## config.mk

```make
export PLATFORM = sky130hd
export DESIGN_NAME = os_sched_ctrl
export DESIGN_NICKNAME = d
export VERILOG_FILES = /design/src/rtl/yousei_os_pkg.sv /design/src/rtl/msg_fifo.sv /design/src/rtl/os_sched_ctrl.sv
export SDC_FILE = /design/constraint.sdc
export NUM_CORES = 1
export LEC_CHECK = 0
export CORE_MARGIN = 1.5
export CORE_UTILIZATION = 55
export CTS_BUF_LIST = sky130_fd_sc_hd__clkbuf_2 sky130_fd_sc_hd__clkbuf_4 sky130_fd_sc_hd__clkbuf_8
export CTS_CLUSTER_SIZE = 20
export DETAILED_ROUTE_END_ITERATION = 7
export GPL_TIMING_DRIVEN = 0
export PLACE_DENSITY = 0.84
export SYNTH_ARGS = -nofsm -noshare
export SYNTH_HDL_FRONTEND = slang
export SYNTH_SLANG_ARGS = --single-unit
```

## constraint.sdc

```tcl
create_clock -name clk -period 10.45 [get_ports clk]
set_input_delay 2.09 -clock clk [delete_from_list [all_inputs] [get_ports clk]]
set_output_delay 2.09 -clock clk [all_outputs]
set_load 0.02 [all_outputs]
```

## src/rtl/yousei_os_pkg.sv

```systemverilog
// Shared definitions for the YouseiOS process-control block: OS opcodes,
// scheduler state encoding and the kernel PID.
package yousei_os_pkg;

    localparam logic [5:0] OP_INPUT       = 6'b001000;
    localparam logic [5:0] OP_EMIT_MSG    = 6'b011010;
    localparam logic [5:0] OP_ROUND_ROBIN = 6'b011011;
    localparam logic [5:0] OP_SET_PID     = 6'b011100;
    localparam logic [5:0] OP_CREATE_FILE = 6'b011101;
    localparam logic [5:0] OP_HD_READ     = 6'b011111;
    localparam logic [5:0] OP_KERNEL_SWAP = 6'b100001;

    localparam int PID_KERNEL = 0;

    typedef enum logic [1:0] {
        ST_KERNEL  = 2'd0,
        ST_USER    = 2'd1,
        ST_BLOCKED = 2'd2
    } sched_state_t;

    function automatic logic [5:0] get_opcode(input logic [31:0] instr_word);
        return instr_word[31:26];
    endfunction

endpackage

```

## src/rtl/msg_fifo.sv

```systemverilog
// Message FIFO: circular buffer with read/write pointers and an occupancy
// count. A push into a full FIFO is accepted only when a pop happens in the
// same cycle; otherwise it is dropped and the sticky overflow flag is set.
module msg_fifo #(
    parameter int MSG_W     = 5,
    parameter int MSG_DEPTH = 4
) (
    input  logic             i_clk,
    input  logic             i_rst_n,
    input  logic             i_push,
    input  logic [MSG_W-1:0] i_data,
    input  logic             i_ready,
    output logic [MSG_W-1:0] o_data,
    output logic             o_valid,
    output logic             o_overflow
);

    localparam int AW = (MSG_DEPTH > 1) ? $clog2(MSG_DEPTH) : 1;

    logic [MSG_W-1:0] r_mem [MSG_DEPTH];
    logic [AW-1:0]    r_wr_ptr;
    logic [AW-1:0]    r_rd_ptr;
    logic [AW:0]      r_count;
    logic             r_overflow;

    logic w_empty;
    logic w_full;
    logic w_pop;
    logic w_push_ok;
    logic w_drop;

    assign w_empty   = (r_count == '0);
    assign w_full    = (r_count == (AW+1)'(MSG_DEPTH));
    assign w_pop     = !w_empty && i_ready;
    assign w_push_ok = i_push && (!w_full || w_pop);
    assign w_drop    = i_push && w_full && !w_pop;

    // Storage write; contents need no reset since count gates visibility.
    always_ff @(posedge i_clk) begin
        if (w_push_ok) begin
            r_mem[r_wr_ptr] <= i_data;
        end
    end

    // Pointer, occupancy and sticky overflow bookkeeping.
    always_ff @(posedge i_clk or negedge i_rst_n) begin
        if (!i_rst_n) begin
            r_wr_ptr   <= '0;
            r_rd_ptr   <= '0;
            r_count    <= '0;
            r_overflow <= 1'b0;
        end else begin
            if (w_push_ok) begin
                r_wr_ptr <= r_wr_ptr + 1'b1;
            end
            if (w_pop) begin
                r_rd_ptr <= r_rd_ptr + 1'b1;
            end
            if (w_push_ok && !w_pop) begin
                r_count <= r_count + 1'b1;
            end else if (!w_push_ok && w_pop) begin
                r_count <= r_count - 1'b1;
            end
            if (w_drop) begin
                r_overflow <= 1'b1;
            end
        end
    end

    assign o_data     = r_mem[r_rd_ptr];
    assign o_valid    = !w_empty;
    assign o_overflow = r_overflow;

endmodule

```

## src/rtl/os_sched_ctrl.sv

```systemverilog
// YouseiOS process-control block: OS opcode decode, round-robin scheduler
// with programmable quantum, input-block state, kernel swap, message FIFO
// and memory-write / page-update strobes.
//
// state      | meaning
// -----------+-----------------------------------------------------------
// ST_KERNEL  | kernel/BIOS running, pid_out = 0, waits for RR or SET_PID
// ST_USER    | user PID running, slice counter decrements every cycle
// ST_BLOCKED | user PID waiting on INPUT, counter frozen, pid_out held
//
// preempt is high during the USER cycle whose counter has reached zero,
// i.e. the final cycle of the slice; pid_out drops to 0 after it.
module os_sched_ctrl
    import yousei_os_pkg::*;
#(
    parameter int PID_W     = 5,
    parameter int N_PROC    = 4,
    parameter int QUANTUM   = 16,
    parameter int MSG_DEPTH = 4,
    parameter int MSG_W     = 5
) (
    input  logic              clk,
    input  logic              reset,
    input  logic [31:0]       instr,
    input  logic [PID_W-1:0]  pid_data,
    input  logic              save_page,
    input  logic [N_PROC-1:0] proc_alive,
    output logic [PID_W-1:0]  pid_out,
    output logic              preempt,
    output logic [MSG_W-1:0]  msg_data,
    output logic              msg_valid,
    input  logic              msg_ready,
    output logic              msg_overflow,
    output logic              page_update,
    output logic              mem_write
);

    localparam int              CNT_W    = (QUANTUM > 2) ? $clog2(QUANTUM) : 1;
    localparam logic [CNT_W-1:0] CNT_LOAD = CNT_W'(QUANTUM - 1);

    sched_state_t      r_state;
    sched_state_t      w_state_nxt;
    logic [PID_W-1:0]  r_pid;
    logic [PID_W-1:0]  w_pid_nxt;
    logic [PID_W-1:0]  r_last_pid;
    logic [PID_W-1:0]  w_last_nxt;
    logic [CNT_W-1:0]  r_cnt;
    logic [CNT_W-1:0]  w_cnt_nxt;
    logic              r_preempt;
    logic              w_preempt_nxt;
    logic              r_mem_write;

    logic [5:0]        w_op;
    logic              w_rr_hit;
    logic [PID_W-1:0]  w_rr_pid;
    int                w_rr_idx;
    logic [N_PROC-1:0] w_rr_sh;
    logic              w_pid_ok;
    logic              w_unused;

    assign w_op     = get_opcode(instr);
    assign w_pid_ok = (pid_data != '0) && (int'(pid_data) <= N_PROC);
    assign w_unused = ^instr[25:MSG_W];

    // Round-robin search: first alive slot after last_pid, wrapping around.
    always_comb begin
        w_rr_hit = 1'b0;
        w_rr_pid = '0;
        w_rr_idx = 0;
        w_rr_sh  = '0;
        for (int k = 1; k <= N_PROC; k++) begin
            w_rr_idx = int'(r_last_pid) + k - 1;
            if (w_rr_idx >= N_PROC) begin
                w_rr_idx = w_rr_idx - N_PROC;
            end
            w_rr_sh = proc_alive >> w_rr_idx;
            if (!w_rr_hit && w_rr_sh[0]) begin
                w_rr_hit = 1'b1;
                w_rr_pid = PID_W'(w_rr_idx + 1);
            end
        end
    end

    // Scheduler next-state: swap beats INPUT, INPUT beats slice expiry.
    always_comb begin
        w_state_nxt = r_state;
        w_pid_nxt   = r_pid;
        w_last_nxt  = r_last_pid;
        w_cnt_nxt   = r_cnt;
        unique case (r_state)
            ST_KERNEL: begin
                if (w_op == OP_ROUND_ROBIN) begin
                    if (w_rr_hit) begin
                        w_state_nxt = ST_USER;
                        w_pid_nxt   = w_rr_pid;
                        w_last_nxt  = w_rr_pid;
                        w_cnt_nxt   = CNT_LOAD;
                    end
                end else if (w_op == OP_SET_PID && w_pid_ok) begin
                    w_state_nxt = ST_USER;
                    w_pid_nxt   = pid_data;
                    w_last_nxt  = pid_data;
                    w_cnt_nxt   = CNT_LOAD;
                end
            end
            ST_USER: begin
                if (w_op == OP_KERNEL_SWAP) begin
                    w_state_nxt = ST_KERNEL;
                    w_pid_nxt   = PID_W'(PID_KERNEL);
                    w_cnt_nxt   = '0;
                end else if (w_op == OP_INPUT) begin
                    // Expiry coinciding with INPUT parks at zero; the slice
                    // ends on the first USER cycle after release.
                    w_state_nxt = ST_BLOCKED;
                    if (r_cnt != '0) begin
                        w_cnt_nxt = r_cnt - 1'b1;
                    end
                end else if (r_cnt == '0) begin
                    w_state_nxt = ST_KERNEL;
                    w_pid_nxt   = PID_W'(PID_KERNEL);
                end else begin
                    w_cnt_nxt = r_cnt - 1'b1;
                end
            end
            ST_BLOCKED: begin
                if (w_op == OP_KERNEL_SWAP) begin
                    w_state_nxt = ST_KERNEL;
                    w_pid_nxt   = PID_W'(PID_KERNEL);
                    w_cnt_nxt   = '0;
                end else if (w_op != OP_INPUT) begin
                    w_state_nxt = ST_USER;
                end
            end
            default: begin
                w_state_nxt = ST_KERNEL;
                w_pid_nxt   = PID_W'(PID_KERNEL);
                w_cnt_nxt   = '0;
            end
        endcase
        w_preempt_nxt = (w_state_nxt == ST_USER) && (w_cnt_nxt == '0);
    end

    // Scheduler state and registered outputs.
    always_ff @(posedge clk or negedge reset) begin
        if (!reset) begin
            r_state     <= ST_KERNEL;
            r_pid       <= PID_W'(PID_KERNEL);
            r_last_pid  <= PID_W'(PID_KERNEL);
            r_cnt       <= '0;
            r_preempt   <= 1'b0;
            r_mem_write <= 1'b0;
        end else begin
            r_state     <= w_state_nxt;
            r_pid       <= w_pid_nxt;
            r_last_pid  <= w_last_nxt;
            r_cnt       <= w_cnt_nxt;
            r_preempt   <= w_preempt_nxt;
            r_mem_write <= (w_op == OP_HD_READ);
        end
    end

    msg_fifo #(
        .MSG_W     (MSG_W),
        .MSG_DEPTH (MSG_DEPTH)
    ) u_msg_fifo (
        .i_clk      (clk),
        .i_rst_n    (reset),
        .i_push     (w_op == OP_EMIT_MSG),
        .i_data     (instr[MSG_W-1:0]),
        .i_ready    (msg_ready),
        .o_data     (msg_data),
        .o_valid    (msg_valid),
        .o_overflow (msg_overflow)
    );

    assign pid_out     = r_pid;
    assign preempt     = r_preempt;
    assign mem_write   = r_mem_write;
    assign page_update = save_page || (w_op == OP_CREATE_FILE);

endmodule

```

**Word level (Yosys, flattened, before mapping)**

Memories as Yosys holds them, arrays and structs flattened.
Cells that the tools add are included.

- Flip-flop bits (word level): 26
- Bits in writable memories: 20
- Input port bits: 45
- Output and inout bits: 15
- Logic and storage cells: 132
- Memories: 1

- $add $sub $neg: 21
- Order comparisons: 5
- Eq/ne operators: 18
- Shift operators: 4
- Multiplexer cells: 42
- Reductions and logical operators: 31

Memory list:

| name | words | bits a word | rd ports | clocked after Yosys merged registers in | write ports | line | source |
|---|---|---|---|---|---|---|---|
| u_msg_fifo.r_mem | 4 | 5 | 1 | 0 | 1 | msg_fifo.sv:20 | `logic [MSG_W-1:0] r_mem [MSG_DEPTH];` |

Operators by type and width:

| operator | count |
|---|---|
| $mux 32 | 4 |
| $shr 4x32->1 | 4 |
| $mux 5 | 11 |
| $mux 4 | 8 |
| $sub 7x4->8 const B | 4 |
| $eq 6x5->1 const B | 5 |
| $ge 7x4->1 const B | 4 |
| $sub 6x1->7 const B | 4 |
| $add 5x2->5 const B | 4 |
| $mux 2 | 8 |
| $pmux 5 s3 | 1 |
| $add 5x2->6 const B | 2 |
| $logic_and 1x1->1 | 12 |
| $ne 3x3->1 const B | 4 |
| $pmux 4 s3 | 1 |
| $logic_not 4->1 | 2 |
| $logic_not 1->1 | 7 |
| $add 5x1->6 const B | 1 |
| $add 5x3->6 const B | 1 |
| $eq 6x4->1 const B | 1 |
| $eq 6x6->1 const B | 1 |
| $mux 1 | 6 |
| $mux 3 | 2 |
| $ne 6x4->1 const B | 1 |
| 18 further kinds | 23 |

**Logic depth before layout (Yosys ltp)**

- Depth after elaboration: 20
- Depth in mapped cells: 15
- Mapped depth without buffers: 12

**Modules after synthesis**

A second synthesis with hierarchy kept.

- Cell total of the unflattened synthesis: 285
- Area total of the unflattened synthesis: 3,160.5 sq um

By module, submodules not included:

| module | instances | cells each | area each (sq um) | sequential area each (sq um) |
|---|---|---|---|---|
| os_sched_ctrl | 1 | 221 | 1,974.4 | 450.4 |
| msg_fifo | 1 | 64 | 1,186.1 | 800.8 |

**Worst setup path before layout**

OpenSTA, ideal clock, no wires.

- Path kind: in2out
- From: in instr[29]
- To: out page_update
- Data arrival time: 2.699 ns
- Required time: 8.360 ns
- Setup slack: 5.661 ns
- Cell stages on the path: 4
- Path buffers: 0
- Path through: nor2b_1 -> nand2_1 -> nor2_1 -> a31o_2

- Longest elaborated chain between the ends: 2

RTL lines:

| what | line | source |
|---|---|---|
| from (decl) | os_sched_ctrl.sv:24 | `input logic [31:0] instr,` |
| $eq 6x5->1 | os_sched_ctrl.sv:179 | `assign page_update = save_page \|\| (w_op == OP_CREATE_FILE);` |
| $logic_or 1x1->1 | os_sched_ctrl.sv:179 |  |
| to (decl) | os_sched_ctrl.sv:34 | `output logic page_update,` |

No other way between the ends.

**Worst setup path in the final report**

Same ends and word-level chain as after synthesis.

==> flow_summary.yaml <==
clock_tree:
  cts.sinks: 46
  cts_tree: "built"
  holdBufCountCts: 0
  numCtsBuffers: 5
  root_buffer: "clkbuf_8"
  htreeDepth: 2
  clk_latency_ns: 0.31
  clk_pin_slew_worst_paths_ns: 0.09
  post_cts_resized: 0
  cts_setup_buffers: 0
  clockBufferDepth: 2
worst_setup_path:
  arrival_ns: 3.91
  cp.required_ns: 8.36
  critPathKind: "input port to output port"
  path_max_fanout: 4
  r2r-end: "pid_out[1]"
  r2r-start: "r_last_pid[1]"
  cp-start-kind: "input port"
  r2r_slack_ns: 6.46
  worstRegToRegCells: 13
  startpoint: "instr[29]"
  cp-endpoint: "page_update"
  end_kind: "output port"
yosys:
  yosysWarnings: 0
  synthArstFlopShare_pct: 56.52
  synth_top_cell_by_area: "dfrtp_1"
  synth_edf_count: 20
  syn_nets: 360
  syn-mean-instance-area_um2: 10.53
  syn_area_um2: 3033
  ys_ff_latch: 46
  synthTopCellsByArea: "dfrtp_1 21%, edfxtp_1 20%, ha_1 11%"
  synthDominantCellAreaShare_pct: 21.45
  synthDistinctLibCells: 61
  synthCells: 288
  synth_ff_type: "dfrtp_1"
  seq_area_frac_synth_pct: 41.25
power:
  p_leak_nw: 1.467
  p_total_mw: 0.8255
  power.density_nw_per_um2: 228.4
  irDropWorstVdd_mv: 0.1334
global_route:
  grt_use_total_pct: 23.70
  antenna_found_initial: 0
  grt_pass1_wl_um: 11240
  grt_max_degree: 27
  grt-ovfl-total: 0
  grt_pass1_vias: 2315
sta:
  final_max_slew_viol_count: 0
  rsz0062_at_grt: "false"
  worst_slew_pin_slew_ns: 1.189
  fin_skew_ns: 0.006513
  hold_violations: 0
  fmax_mhz: 166.6
  period_minus_slack_ns: 6.004
  min_period_over_period_pct: 57.45
  totalNegativeSetupSlack_ns: 0
  relSlewSlack_pct: 20.03
  setup_violations: 0
die:
  die_width_um: 77.26
  coreArea_um2: 5205
  dieArea_um2: 5969
  num_rows: 26
  pin_count: 60
  start_util_pct: 58.27
  dieHeight_um: 77.26
route:
  first_iter_violations: 251
  wire_per_inst_um: 16.17
  routed_wl_um: 6531
  drc_errors: 0
  ant_nets: 0
  vias: 2398
  vias_per_cell: 5.936
  first_pass_iters: 4
job:
  max-cap-violations: 0
placed_design:
  dp_hpwl_um: 5008
  gp_congestion: 0.8816
  port_buffers: 38
layout:
  nets: 405
  drive_gt1_share_pct: 9.581
  syn_to_final_growth_pct: 19.14
  diodes: 0
worst_hold_path:
  hold_path_class: "register to register"
outcome:
  run_status: "finished, final reports clean"
## state kept, by name, indices dropped and copies added, names as in the netlist
name and flops:
u_msg_fifo.r_mem 20, pid_out 5, r_last_pid 5, r_cnt 4, u_msg_fifo.r_count 3, r_state 2, u_msg_fifo.r_rd_ptr 2, u_msg_fifo.r_wr_ptr 2
mem_write 1, preempt 1, u_msg_fifo.o_overflow 1
## layer usage
metal / routed length, um / share of wire [%] / global-route usage, % / up-vias
met5: 0 / 0 / 0 / -
met4: 60 / 0.92 / 4.364 / 0
met3: 363 / 5.6 / 4.524 / 9
met2: 3152 / 48 / 39.47 / 73
met1: 2954 / 45 / 32.53 / 1170
li1: - / - / - / 1146
## critical path, cell delays in order
cell and delay [ns]:
clkdlybuf4s50_1 0.48, nor2b_1 0.29, nand2_1 0.09, nor2_1 0.20, a31o_2 0.18, clkdlybuf4s50_1 0.59
## cell type report
type                            instances  area [um2]
Multi-Input combinational cell        218        1685
Fill cell                             400        1592
Sequential cell                        46        1251
Timing Repair Buffer                   38       375.4
Tap cell                               70       87.58
Clock buffer                            5       68.82
Inverter                               15       56.30
Clock inverter                          3       48.80
Buffer                                  9       40.04
## stage by stage
stage	std cells	util [%]	hold WS [ns]	setup slack, ns	cell area [um2]
2_1_floorplan	288	-	0.4492	5.661	3033
3_3_place_gp	396	67.26	0.4481	4.537	3501
3_5_place_dp	396	67.26	0.4478	4.476	3501
4_1_cts	404	69.52	0.4714	4.464	3618
5_1_grt	404	69.42	0.4877	4.306	3613
6_report	404	69.42	0.4674	4.446	3613
## power by group
group | total (mW) | leakage (nW) | switching [mW] | internal [mW]
Combinational | 0.426 | 0.908 | 0.232 | 0.194
Sequential | 0.261 | 0.503 | 0.0375 | 0.223
Clock | 0.139 | 0.0563 | 0.0657 | 0.0729
## cells by family (layout without fill, tap and decap cells)
| logic type | Yosys count | count (layout) | synth area share [%] |
|---|---|---|---|
| buf+inv | 24 | 70 | 3.176 |
| flops | 46 | 46 | 41.25 |
| compound gates | 53 | 53 | 12.62 |
| simple gates | 107 | 107 | 19.02 |
| mux | 13 | 13 | 6.848 |
| fa+ha+maj | 27 | 27 | 11.39 |
| xor+xnor | 18 | 18 | 5.693 |
## cell usage in the layout, fill, tap and decap left out, drive strengths merged, types with 5 or more instances in the layout
cell and instances:
dfrtp 26, clkdlybuf4s50 37, ha 26, mux4 6, and2 5, buf 7
nand2 27, or3 6, inv 16, nor2 20, o21ai 5, nor2b 6
clkbuf 8, o211ai 6, xnor2 12, xor2 6, a21boi 5, nand2b 5
edfxtp 20, mux2i 5, a21oi 9, nor3 7
## Yosys cell counts, drive strengths merged, types with 3 or more instances
library cell  count
nand2            27
dfrtp            26
ha               26
edfxtp           20
nor2             20
inv              15
xnor2            12
a21oi             9
nor3              7
buf               6
mux4              6
nor2b             6
o211ai            6
or3               6
xor2              6
a21boi            5
and2              5
mux2i             5
nand2b            5
o21ai             5
a21o              4
and3              4
nand3             4
nor3b             4
a41oi             3
clkbuf            3
nor4              3
nor4b             3
o31ai             3
or4               3
## worst min-delay path by stage
stage | end | start | slack (ns) | depth (start not counted)
after floorplan | u_msg_fifo.r_count[2] | u_msg_fifo.r_count[2] | 0.45 | 1
after detailed placement | u_msg_fifo.o_overflow | u_msg_fifo.o_overflow | 0.45 | 1
after CTS | u_msg_fifo.o_overflow | u_msg_fifo.o_overflow | 0.47 | 1
after global routing | u_msg_fifo.o_overflow | u_msg_fifo.o_overflow | 0.49 | 1
final | u_msg_fifo.o_overflow | u_msg_fifo.o_overflow | 0.47 | 1
after global placement | u_msg_fifo.o_overflow | u_msg_fifo.o_overflow | 0.45 | 1
No activity file was read; power rests on OpenSTA's default activity.
